**config.mk**
```make
export PLATFORM = sky130hd
export DESIGN_NAME = fc_tree_flow_ctrl_flat
export DESIGN_NICKNAME = d
export VERILOG_FILES = /design/src/rtl/fc_tree_flow_ctrl_if.sv /design/src/rtl/fc_tree_flow_ctrl.sv /design/src/flat_wrapper.sv
export SDC_FILE = /design/constraint.sdc
export NUM_CORES = 1
export LEC_CHECK = 0
export ABC_AREA = 1
export CORE_MARGIN = 1
export CORE_UTILIZATION = 42
export CTS_CLUSTER_SIZE = 10
export DETAILED_ROUTE_END_ITERATION = 12
export GPL_TIMING_DRIVEN = 0
export PLACE_DENSITY = 0.84
export SLEW_MARGIN = 25
export SYNTH_ARGS = -nofsm -noshare
export SYNTH_HDL_FRONTEND = slang
export SYNTH_SLANG_ARGS = --single-unit
```
**constraint.sdc**
```tcl
create_clock -name clk -period 1.8 [get_ports clk]
set_clock_uncertainty 0.2 [all_clocks]
set_input_delay 0.27 -clock clk [delete_from_list [all_inputs] [get_ports clk]]
set_output_delay 0.27 -clock clk [all_outputs]
set_load 0.02 [all_outputs]
```
**src/rtl/fc_tree_flow_ctrl_if.sv**
```systemverilog
// Handshake bundle between the FC adder-tree flow controller and its
// neighbours.
//   s_valid / s_ready : product vector from the multiplier array into the tree
//   m_valid / m_ready : tree result toward the downstream consumer
//   m_data            : tree result word
// Modports:
//   master : the controller (drives s_ready, m_valid, m_data)
//   slave  : the surrounding logic (drives s_valid, m_ready)
interface fc_tree_flow_ctrl_if #(
  parameter int DATA_WIDTH = 32
);
  logic                  s_valid;
  logic                  s_ready;
  logic                  m_valid;
  logic                  m_ready;
  logic [DATA_WIDTH-1:0] m_data;

  modport master (
    input  s_valid, m_ready,
    output s_ready, m_valid, m_data
  );

  modport slave (
    output s_valid, m_ready,
    input  s_ready, m_valid, m_data
  );
endinterface

```
**src/rtl/fc_tree_flow_ctrl.sv**
```systemverilog
// Flow controller for the FC-layer adder-tree pipeline (32-lane FP32
// reduction, bias add, ReLU, 7 register stages). It accepts one product
// vector per neuron, produces the per-stage load enables with full
// backpressure, forwards the tree result downstream, counts neurons per
// layer pass and pulses done when the last result is accepted.
//
// Ports:
//   clk, rst          clock; asynchronous active-high reset
//   start             one-cycle pulse, begins a pass (ignored while busy)
//   num_neurons       vectors in this pass, latched on start
//   bus (master)      s_valid/s_ready in, m_valid/m_ready/m_data out
//   valid_in_bias     load enable for tree stage 1 (reg1)
//   valid_pipeline    load enables for stages 2..7 (bit 0 = reg2, bit 5 = o_data)
//   tree_o_data       tree o_data, passed straight to m_data
//   busy              pass in progress (RUN or DONE)
//   done              one-cycle pulse after the last result is accepted
//
// Optional build macro FC_TREE_PERF_CNT_EN adds stall_cycles and
// bubble_cycles counters (cleared on start, counted in RUN).
module fc_tree_flow_ctrl #(
  parameter int DATA_WIDTH = 32,
  parameter int CNT_W      = 12,
  parameter int N_STAGES   = 7
) (
  input  logic                  clk,
  input  logic                  rst,
  input  logic                  start,
  input  logic [CNT_W-1:0]      num_neurons,
  fc_tree_flow_ctrl_if.master   bus,
  output logic                  valid_in_bias,
  output logic [5:0]            valid_pipeline,
  input  logic [DATA_WIDTH-1:0] tree_o_data,
  output logic                  busy,
  output logic                  done
`ifdef FC_TREE_PERF_CNT_EN
  ,
  output logic [31:0]           stall_cycles,
  output logic [31:0]           bubble_cycles
`endif
);

  localparam int unsigned LAST = N_STAGES - 1;

  typedef enum logic [1:0] {IDLE, RUN, DONE} state_t;

  state_t               state_q, state_d;
  logic [CNT_W-1:0]     num_q, num_d;
  logic [CNT_W-1:0]     issued_q, issued_d;
  logic [CNT_W-1:0]     out_q, out_d;
  logic [N_STAGES-1:0]  v_q, v_d;
  logic [N_STAGES-1:0]  rdy, en, adv;
  logic                 issue_ok;
  logic                 s_ready;
  logic                 r;

  // Stage-valid pipeline. rdy[k] = ~v[k] | adv[k] reduces to ~v[k] | rdy[k+1]
  // because adv[k] = en[k+1] = v[k] & rdy[k+1]; building it with a scalar
  // running term keeps the ready chain acyclic and free of s_valid.
  always_comb begin
    issue_ok = (state_q == RUN) && (issued_q < num_q);

    rdy       = '0;
    r         = ~v_q[LAST] | bus.m_ready;
    rdy[LAST] = r;
    for (int unsigned i = 0; i < LAST; i++) begin
      r                = ~v_q[LAST-1-i] | r;
      rdy[LAST-1-i]    = r;
    end

    en    = '0;
    en[0] = bus.s_valid & issue_ok & rdy[0];
    for (int unsigned k = 1; k <= LAST; k++) begin
      en[k] = v_q[k-1] & rdy[k];
    end

    adv       = '0;
    adv[LAST] = bus.m_ready;
    for (int unsigned k = 0; k < LAST; k++) begin
      adv[k] = en[k+1];
    end

    v_d     = en | (v_q & ~adv);
    s_ready = issue_ok & rdy[0];
  end

  always_comb begin
    state_d  = state_q;
    num_d    = num_q;
    issued_d = issued_q;
    out_d    = out_q;

    if (bus.s_valid && s_ready)
      issued_d = issued_q + 1'b1;
    if (v_q[LAST] && bus.m_ready)
      out_d = out_q + 1'b1;

    unique case (state_q)
      IDLE: begin
        if (start) begin
          state_d  = RUN;
          num_d    = num_neurons;
          issued_d = '0;
          out_d    = '0;
        end
      end
      RUN:  if (out_q == num_q) state_d = DONE;
      DONE: state_d = IDLE;
      default: state_d = IDLE;
    endcase
  end

  always_ff @(posedge clk or posedge rst) begin
    if (rst) begin
      state_q  <= IDLE;
      num_q    <= '0;
      issued_q <= '0;
      out_q    <= '0;
      v_q      <= '0;
    end else begin
      state_q  <= state_d;
      num_q    <= num_d;
      issued_q <= issued_d;
      out_q    <= out_d;
      v_q      <= v_d;
    end
  end

`ifdef FC_TREE_PERF_CNT_EN
  logic [31:0] stall_q, bubble_q;

  always_ff @(posedge clk or posedge rst) begin
    if (rst) begin
      stall_q  <= '0;
      bubble_q <= '0;
    end else if (state_q == IDLE && start) begin
      stall_q  <= '0;
      bubble_q <= '0;
    end else if (state_q == RUN) begin
      stall_q  <= stall_q  + 32'(v_q[LAST] & ~bus.m_ready);
      bubble_q <= bubble_q + 32'(issue_ok & ~bus.s_valid);
    end
  end

  assign stall_cycles  = stall_q;
  assign bubble_cycles = bubble_q;
`endif

  assign bus.s_ready    = s_ready;
  assign bus.m_valid    = v_q[LAST];
  assign bus.m_data     = tree_o_data;
  assign valid_in_bias  = en[0];
  assign valid_pipeline = en[LAST:1];
  assign busy           = (state_q != IDLE);
  assign done           = (state_q == DONE);

endmodule

```
**src/flat_wrapper.sv**
```systemverilog
// flat-port wrapper written by rule: the top's interface ports become plain ports
module fc_tree_flow_ctrl_flat 
#(
  parameter int DATA_WIDTH = 32,
  parameter int CNT_W      = 12,
  parameter int N_STAGES   = 7
)
  (clk, rst, start, num_neurons, valid_in_bias, valid_pipeline, tree_o_data, busy, done, bus_s_valid, bus_m_ready, bus_s_ready, bus_m_valid, bus_m_data);
  fc_tree_flow_ctrl_if #(.DATA_WIDTH(DATA_WIDTH)) bus_i ();
  input  logic clk;
  input  logic rst;
  input  logic start;
  input  logic [CNT_W-1:0] num_neurons;
  output logic valid_in_bias;
  output logic [5:0] valid_pipeline;
  input  logic [DATA_WIDTH-1:0] tree_o_data;
  output logic busy;
  output logic done;
  input wire logic [$bits(bus_i.s_valid)-1:0] bus_s_valid;
  input wire logic [$bits(bus_i.m_ready)-1:0] bus_m_ready;
  output wire logic [$bits(bus_i.s_ready)-1:0] bus_s_ready;
  output wire logic [$bits(bus_i.m_valid)-1:0] bus_m_valid;
  output wire logic [$bits(bus_i.m_data)-1:0] bus_m_data;
  assign bus_i.s_valid = bus_s_valid;
  assign bus_i.m_ready = bus_m_ready;
  assign bus_s_ready = bus_i.s_ready;
  assign bus_m_valid = bus_i.m_valid;
  assign bus_m_data = bus_i.m_data;
  fc_tree_flow_ctrl #(.DATA_WIDTH(DATA_WIDTH), .CNT_W(CNT_W), .N_STAGES(N_STAGES)) u_core (.clk(clk), .rst(rst), .start(start), .num_neurons(num_neurons), .bus(bus_i), .valid_in_bias(valid_in_bias), .valid_pipeline(valid_pipeline), .tree_o_data(tree_o_data), .busy(busy), .done(done));
endmodule
```
Word-level counts from Yosys, hierarchy flattened
Index checks and enable logic that the tools add are counted.

Word-level logic and storage cells: 55. Flip-flop bits (word level): 45. Input port bits: 49.

$lt $le $gt $ge: 1. $add $sub $neg: 2. Reduce and logical (&&, ||, !) cells: 7. Eq/ne operators: 5. Muxes and demuxes: 9. Bitwise gates (word level): 26.

Operator list (number): two-way mux 12 bit (6); adder 12 x 1 -> 12 bit (second input constant) (2); equality test 12 bit (1); less-than comparator 12 bit (1); AND 1 bit (9); AND 7 bit (1); inverter 1 bit (7); inverter 7 bit (1); OR 1 bit (7); OR 7 bit (1); two-way mux 2 bit (2); != test 2 bit (second input constant) (2); one-hot mux 2 bit (2 select lines) (1); AND reduction 2 bit (2); logical AND 1 bit (3); equality test 2 x 1 -> 1 bit (second input constant) (1); equality test 2 bit (second input constant) (1); zero test 2 bit (1); nonzero test 2 bit (1).

Longest topological paths before layout
Gate-level depths: netlist of the first run.

Word-level depth: 13. Depth in mapped cells: 13. Depth with buffers taken out: 12.

Least setup slack after synthesis of the first run
Ideal clock, no wire load.

Kind: reg-to-output. Start point: register u_core.issued_q[7]. End point: output valid_in_bias. Data required time: 1.330 ns. Slack: -0.222 ns. Stages on the path, launching flop included: 9. Arrival time: 1.552 ns. Cell sequence: dfrtp_1 -> ha_1 -> nand2_1 -> inv_1 -> nand2_1 -> nand2_1 -> a21oi_2 -> nand3_1 -> nor2_1.

Longest elaborated chain between the ends: 4.

RTL lines: start, declared (line fc_tree_flow_ctrl.sv:48) `logic [CNT_W-1:0] issued_q, issued_d;`; start signal, assigned (line fc_tree_flow_ctrl.sv:122) `issued_q <= issued_d;`; less-than comparator 12 bit (line fc_tree_flow_ctrl.sv:60) `issue_ok = (state_q == RUN) && (issued_q < num_q);`; logical AND 1 bit (line fc_tree_flow_ctrl.sv:60); AND 1 bit (2 in series) (line fc_tree_flow_ctrl.sv:71) `en[0] = bus.s_valid & issue_ok & rdy[0];`; end, declared (line flat_wrapper.sv:14) `output logic valid_in_bias;`.

No other way between the ends.

Final worst setup path of the first run
Start point: register u_core.num_q[11]. End point: output bus_s_ready.

Longest elaborated chain between the ends: 3.

RTL lines: start, declared (line fc_tree_flow_ctrl.sv:47) `logic [CNT_W-1:0] num_q, num_d;`; start signal, assigned (line fc_tree_flow_ctrl.sv:121) `num_q <= num_d;`; less-than comparator 12 bit (line fc_tree_flow_ctrl.sv:60); logical AND 1 bit (line fc_tree_flow_ctrl.sv:60); AND 1 bit (line fc_tree_flow_ctrl.sv:83) `s_ready = issue_ok & rdy[0];`; end, declared (line flat_wrapper.sv:21) `output wire logic [$bits(bus_i.s_ready)-1:0] bus_s_ready;`.

No other way between the ends.

==> flow_summary.toml, run 1 <==
[global_route]
grt_pass1_wl_microns = 12700
track_usage = 0.225
first_global_vias = 2882
grt.overflow.total = 0
grt_max_degree = 34
antenna_found_initial = 0

[placement]
dp_hpwl_microns = 5020
portBuffers = 58
dp_cells = 511
place.gp.congestion = 0.801
place_ws_ns = -0.945
place_area_sq_um = 3580

[clocking]
cts_num_sinks = 45
clk_pin_slew_ns = 0.10
h-tree-depth = 2
clk_path_buf_depth = 2
cts-buffers-inserted = 5
insertion_delay_ns = 0.32
cts_tree = "done"
root_buffer = "clkbuf_8"

[drt]
vias_per_cell = 5.15
ant_nets = 0
wirelength_microns = 8360
wire_per_inst_microns = 14.9
drc = 3
drt_iter0_markers = 260
drt-pass1-iter-count = 11
num_vias = 2895

[final_layout]
drive_above_1_share = 0.322
final_cells = 562
n_fill_cell = 478
areaGrowthSynthToFinish_pct = 49.2
design_area_sq_um = 4280
final_util = 0.663
fin_nets = 546
antenna_cells = 0

[sta]
fmax_mhz = 406
setup_viol = 18
holdWs_ns = 0.0388
finalHoldViolCount = 0
tightest_slew_ns = 0.364
timing.final.ws_setup_ns = -0.664
fin_crit_sh = 1.37
slew_viol_final = 0
setup_tns_ns = -6.60
maxSlewHeadroom = 0.756
min_period_ns = 2.46
rsz0062_at_grt = "yes"

[synthesis]
ys_warn_count = 0
syn_area_sq_um = 2870
synthTopCellsByArea = "dfrtp_1 (39%), nand2_1 (12%), buf_4 (8.4%)"
synth.distinct_cells = 28
synth_top_area_cell = "dfrtp_1"
postSynthCellCount = 375
synthFlopType = "dfrtp_1"
synth.most_common_cell = "nand2_1"
ys_seq_area_frac = 0.392
async_flop_share = 1.00
synth_top_area_frac = 0.392
synth_seq_cells = 45
syn_avg_cell_area_sq_um = 7.66
syn_nets = 437
synth-edff-count = 0
synthTopCellsByCount = "nand2_1 (89), inv_1 (52), dfrtp_1 (45)"

[job]
drv_cap = 0

[floorplan]
die-width_microns = 84.7
coreArea_sq_um = 6460
start_util = 0.445
rows = 29
ios = 92
dieArea_sq_um = 7170
die_h_microns = 84.7

[run_status]
violations = "design-rule violations, negative setup slack"
outcome = "finished with violations"

[worst_setup_path]
cp-end-kind = "output pin"
arrival_ns = 1.99
reg2reg_depth = 14
timing.rr.start = "u_core.num_q[11]"
start_kind = "register"
critPathRequiredTime_ns = 1.33
crit_type = "register to output pin"
worstReg2RegEnd = "u_core.issued_q[5]"
r2r_slack_ns = -0.50
critPathMaxFanout = 2

[power]
power_mw = 5.67
ir_drop_mv = 0.754
powerDensity_nw_per_um2 = 1320
p_leak_nw = 2.21

[hold_path]
min_path_type = "primary input to asynchronous set/reset pin"
registers in the layout, indices dropped and copies added (netlist names):
name             flops
u_core.v_q           7
u_core.out_q        12
u_core.state_q       2
u_core.num_q        12
u_core.issued_q     12
logic make-up after synthesis:
kind of cell,share of synthesized area
compound gates,0.0819
fa+ha+maj,0.0566
flops,0.392
simple gates,0.263
buf+inv,0.173
xor+xnor,0.0336
worst max path at each step:
stage / end / slack, ns / cells past startpoint / start
5_1_grt: bus_s_ready / -0.72 / 11 / u_core.num_q[11]
4_1_cts: valid_in_bias / -0.59 / 10 / u_core.issued_q[7]
2_1_floorplan: bus_s_ready / -0.15 / 9 / u_core.issued_q[7]
3_3_place_gp: bus_s_ready / -0.92 / 10 / u_core.issued_q[7]
6_report: bus_s_ready / -0.66 / 11 / u_core.num_q[11]
3_5_place_dp: bus_s_ready / -0.94 / 10 / u_core.issued_q[7]
repair_timing:
| item | in CTS | in global routing |
|---|---|---|
| endpoints found under the setup margin | 34 | 26 |
| gates resized for setup | 75 | 42 |
| pin swaps | 17 | 19 |
| buffers inserted | 30 | 17 |
| hold buffers | 0 | 0 |
| gates cloned | 0 | 1 |
worst max-delay path, stage by stage, from the launching register on:
cell	delay, ns
dfrtp_1	0.40
inv_2	0.08
ha_4	0.20
nand2_2	0.07
nand2_2	0.08
nor2_4	0.12
nand2_2	0.07
a21oi_4	0.19
nand2_2	0.13
nor2_8	0.12
buf_12	0.11
buf_8	0.10
cell usage in the layout, fill, tap and decap left out, drive strengths merged:
master and n:
nor2 46, clkinv 1, inv 54, nand4 6, clkbuf 14, dlygate4sd2 3
ha 13, clkinvlp 3, buf 83, clkdlybuf4s15 1, nand2 90, clkdlybuf4s50 46
xnor2 3, xor2 8, o21ai 20, dfrtp 45, and3 1, nand3 21
nor3 6, a21oi 21
final cells by class:
type	instances	area, sq um	area share
Buffer	40	293	0.0684
Inverter	55	210	0.0491
Timing Repair Buffer	102	978	0.228
Sequential cell	45	1130	0.263
Tap cell	77	96.3	0.0225
Multi-Input combinational cell	235	1490	0.347
Clock buffer	5	68.8	0.0161
Clock inverter	3	22.5	0.00526
metal layers:
metal | share of wire | vias to the layer above | track usage
met3 | 0.065 | 29 | 0.0492
met1 | 0.36 | 1365 | 0.235
met5 | 0 | - | 0
met2 | 0.54 | 142 | 0.432
li1 | - | 1359 | -
met4 | 0.031 | 0 | 0.0971
power by group:
part           switching [mW]  internal, mW
combinational            1.73          1.48
sequential              0.413          1.39
clock                   0.385         0.273
total                    2.53          3.14
Note: power is estimated with default switching activity, not from simulation.
==> run 2, diff against run 1 <==
--- a/config.mk
+++ b/config.mk
@@ -6,6 +6,7 @@
 export NUM_CORES = 1
 export LEC_CHECK = 0
 export ABC_AREA = 1
+export CAP_MARGIN = 30
 export CORE_MARGIN = 1
 export CORE_UTILIZATION = 42
 export CTS_CLUSTER_SIZE = 10
==> results of run 2 <==
The final DEF is identical to that of run 1; final timing and power are the same.
==> variant: new RTL, flow settings as in run 1 <==
`DATA_WIDTH` is set to 32 in 3 places; all go to 64.
--- a/src/rtl/fc_tree_flow_ctrl_if.sv
+++ b/src/rtl/fc_tree_flow_ctrl_if.sv
@@ -9,3 +9,3 @@
 interface fc_tree_flow_ctrl_if #(
-  parameter int DATA_WIDTH = 32
+  parameter int DATA_WIDTH = 64
 );
--- a/src/rtl/fc_tree_flow_ctrl.sv
+++ b/src/rtl/fc_tree_flow_ctrl.sv
@@ -20,3 +20,3 @@
 module fc_tree_flow_ctrl #(
-  parameter int DATA_WIDTH = 32,
+  parameter int DATA_WIDTH = 64,
   parameter int CNT_W      = 12,
--- a/src/flat_wrapper.sv
+++ b/src/flat_wrapper.sv
@@ -3,3 +3,3 @@
 #(
-  parameter int DATA_WIDTH = 32,
+  parameter int DATA_WIDTH = 64,
   parameter int CNT_W      = 12,
Ports: changed (resized bus_m_data and tree_o_data); port bits go from 92 to 156. The function was not compared with the original's and may differ.
==> variant against run 1 <==
The run ends with setup timing left; setup slack got worse by 0.018 ns; design area increased by 14%; routed wire length grew 9.9%; critical path depth fell by 1; sequential cell count stayed put; maximum frequency down 0.74%; synthesized area grew 8.4%; power is 5.3% higher; critical endpoint unchanged; largest cell class is now non-clock buffers; largest power group unchanged.
==> variant: results (changes against run 1) <==
metric,value,unit,change
status,finished with violations,,unchanged
failing checks,setup timing,,"was DRC, setup timing"
vias in the first global route,2695,,was 2882
final setup vio count,18,,unchanged
Least-Margin Pin Slew,0.595,ns,was 0.364 ns
met3 Use GR,0.0377,,was 0.0492
M1 GR Usage,0.199,,was 0.235
NetSw,2620,µW,was 2530 µW
first drt pass iteration count,4,,was 11
Total GRT Usage,0.193,,was 0.225
cells after synthesis,407,,was 375
CP startpoint,u_core.issued_q[6],,was u_core.num_q[11]
Peak VDD IR,0.808,mV,was 0.754 mV
largest net degree at the start of global routing,32,,was 34
Met2 Wirelength,4940,µm,was 4550 µm
setup slack after layout,-0.682,ns,was -0.664 ns
layout cell share with drive strength beyond 1,0.354,,was 0.322
post-place setup slack,-0.955,ns,was -0.945 ns
Routed WL,9190,µm,was 8360 µm
hpwl dp,5520,µm,was 5020 µm
overall via count from detail_route,3158,,was 2895
global-route wire length before repair,11600,µm,was 12700 µm
Port Buffer Count,90,,was 58
WL met1,3360,µm,was 3000 µm
GP Congestion,0.788,,was 0.801
variant: cell types whose count changed after synthesis:
cell,change
buf_4,+32
variant: power by group through the flow:
stage                     registers (µW)  clock network, µW  logic (µW)
after floorplan                     1700                  0        1720
after global placement              1760                  0        2270
after detailed placement            1790                  0        2390
after CTS                           1770                812        2810
after global routing                1860                852        3570
final                               1820                826        3320
variant: what timing repair did:
action                                  4_1_cts  5_1_grt
gates resized for setup                      64       65
pin swaps                                    13       20
setup buffers                                22       10
endpoints found under the setup margin       27       40
cloned                                        1        1
variant: worst paths after layout:
| path | end | cells past startpoint | slack [ns] |
|---|---|---|---|
| min in group clk | u_core.issued_q[0] | 4 | 0.15 |
| worst max register to register | u_core.issued_q[2] | 13 | -0.62 |
| max in group asynchronous | u_core.issued_q[5] | 3 | 0.88 |
| worst min register to register | u_core.out_q[5] | 2 | 0.36 |
| worst min-delay path | u_core.v_q[5] | 2 | 0.03 |
| worst max-delay path | bus_s_ready | 10 | -0.68 |
variant: worst max-delay path: cells and delay by family, from the launching register on:
family,cells,cell delay [ns]
compound gates,1,0.23
fa+ha+maj,1,0.33
buf+inv,3,0.28
flops,1,0.41
simple gates,5,0.45
variant: cells by family (layout without fill, tap and decap cells):
group | count (synthesis) | in the layout | synth area share
adders and majority gates | 13 | 13 | 0.0523
AOI/OAI and AO/OA | 41 | 41 | 0.0756
DFF | 45 | 45 | 0.362
xor gates and xnor gates | 11 | 11 | 0.0310
buffers and inverters | 127 | 260 | 0.237
and+or+nand+nor | 170 | 170 | 0.242
variant: final cells by class:
class	instances	area [µm²]
clock inverter	3	46.3
buffer	72	532
clock buffer	5	68.8
inverter	55	210
fill	505	2330
timing repair buffer	125	1260
multi-input combinational	235	1510
tap	99	124
sequential	45	1130
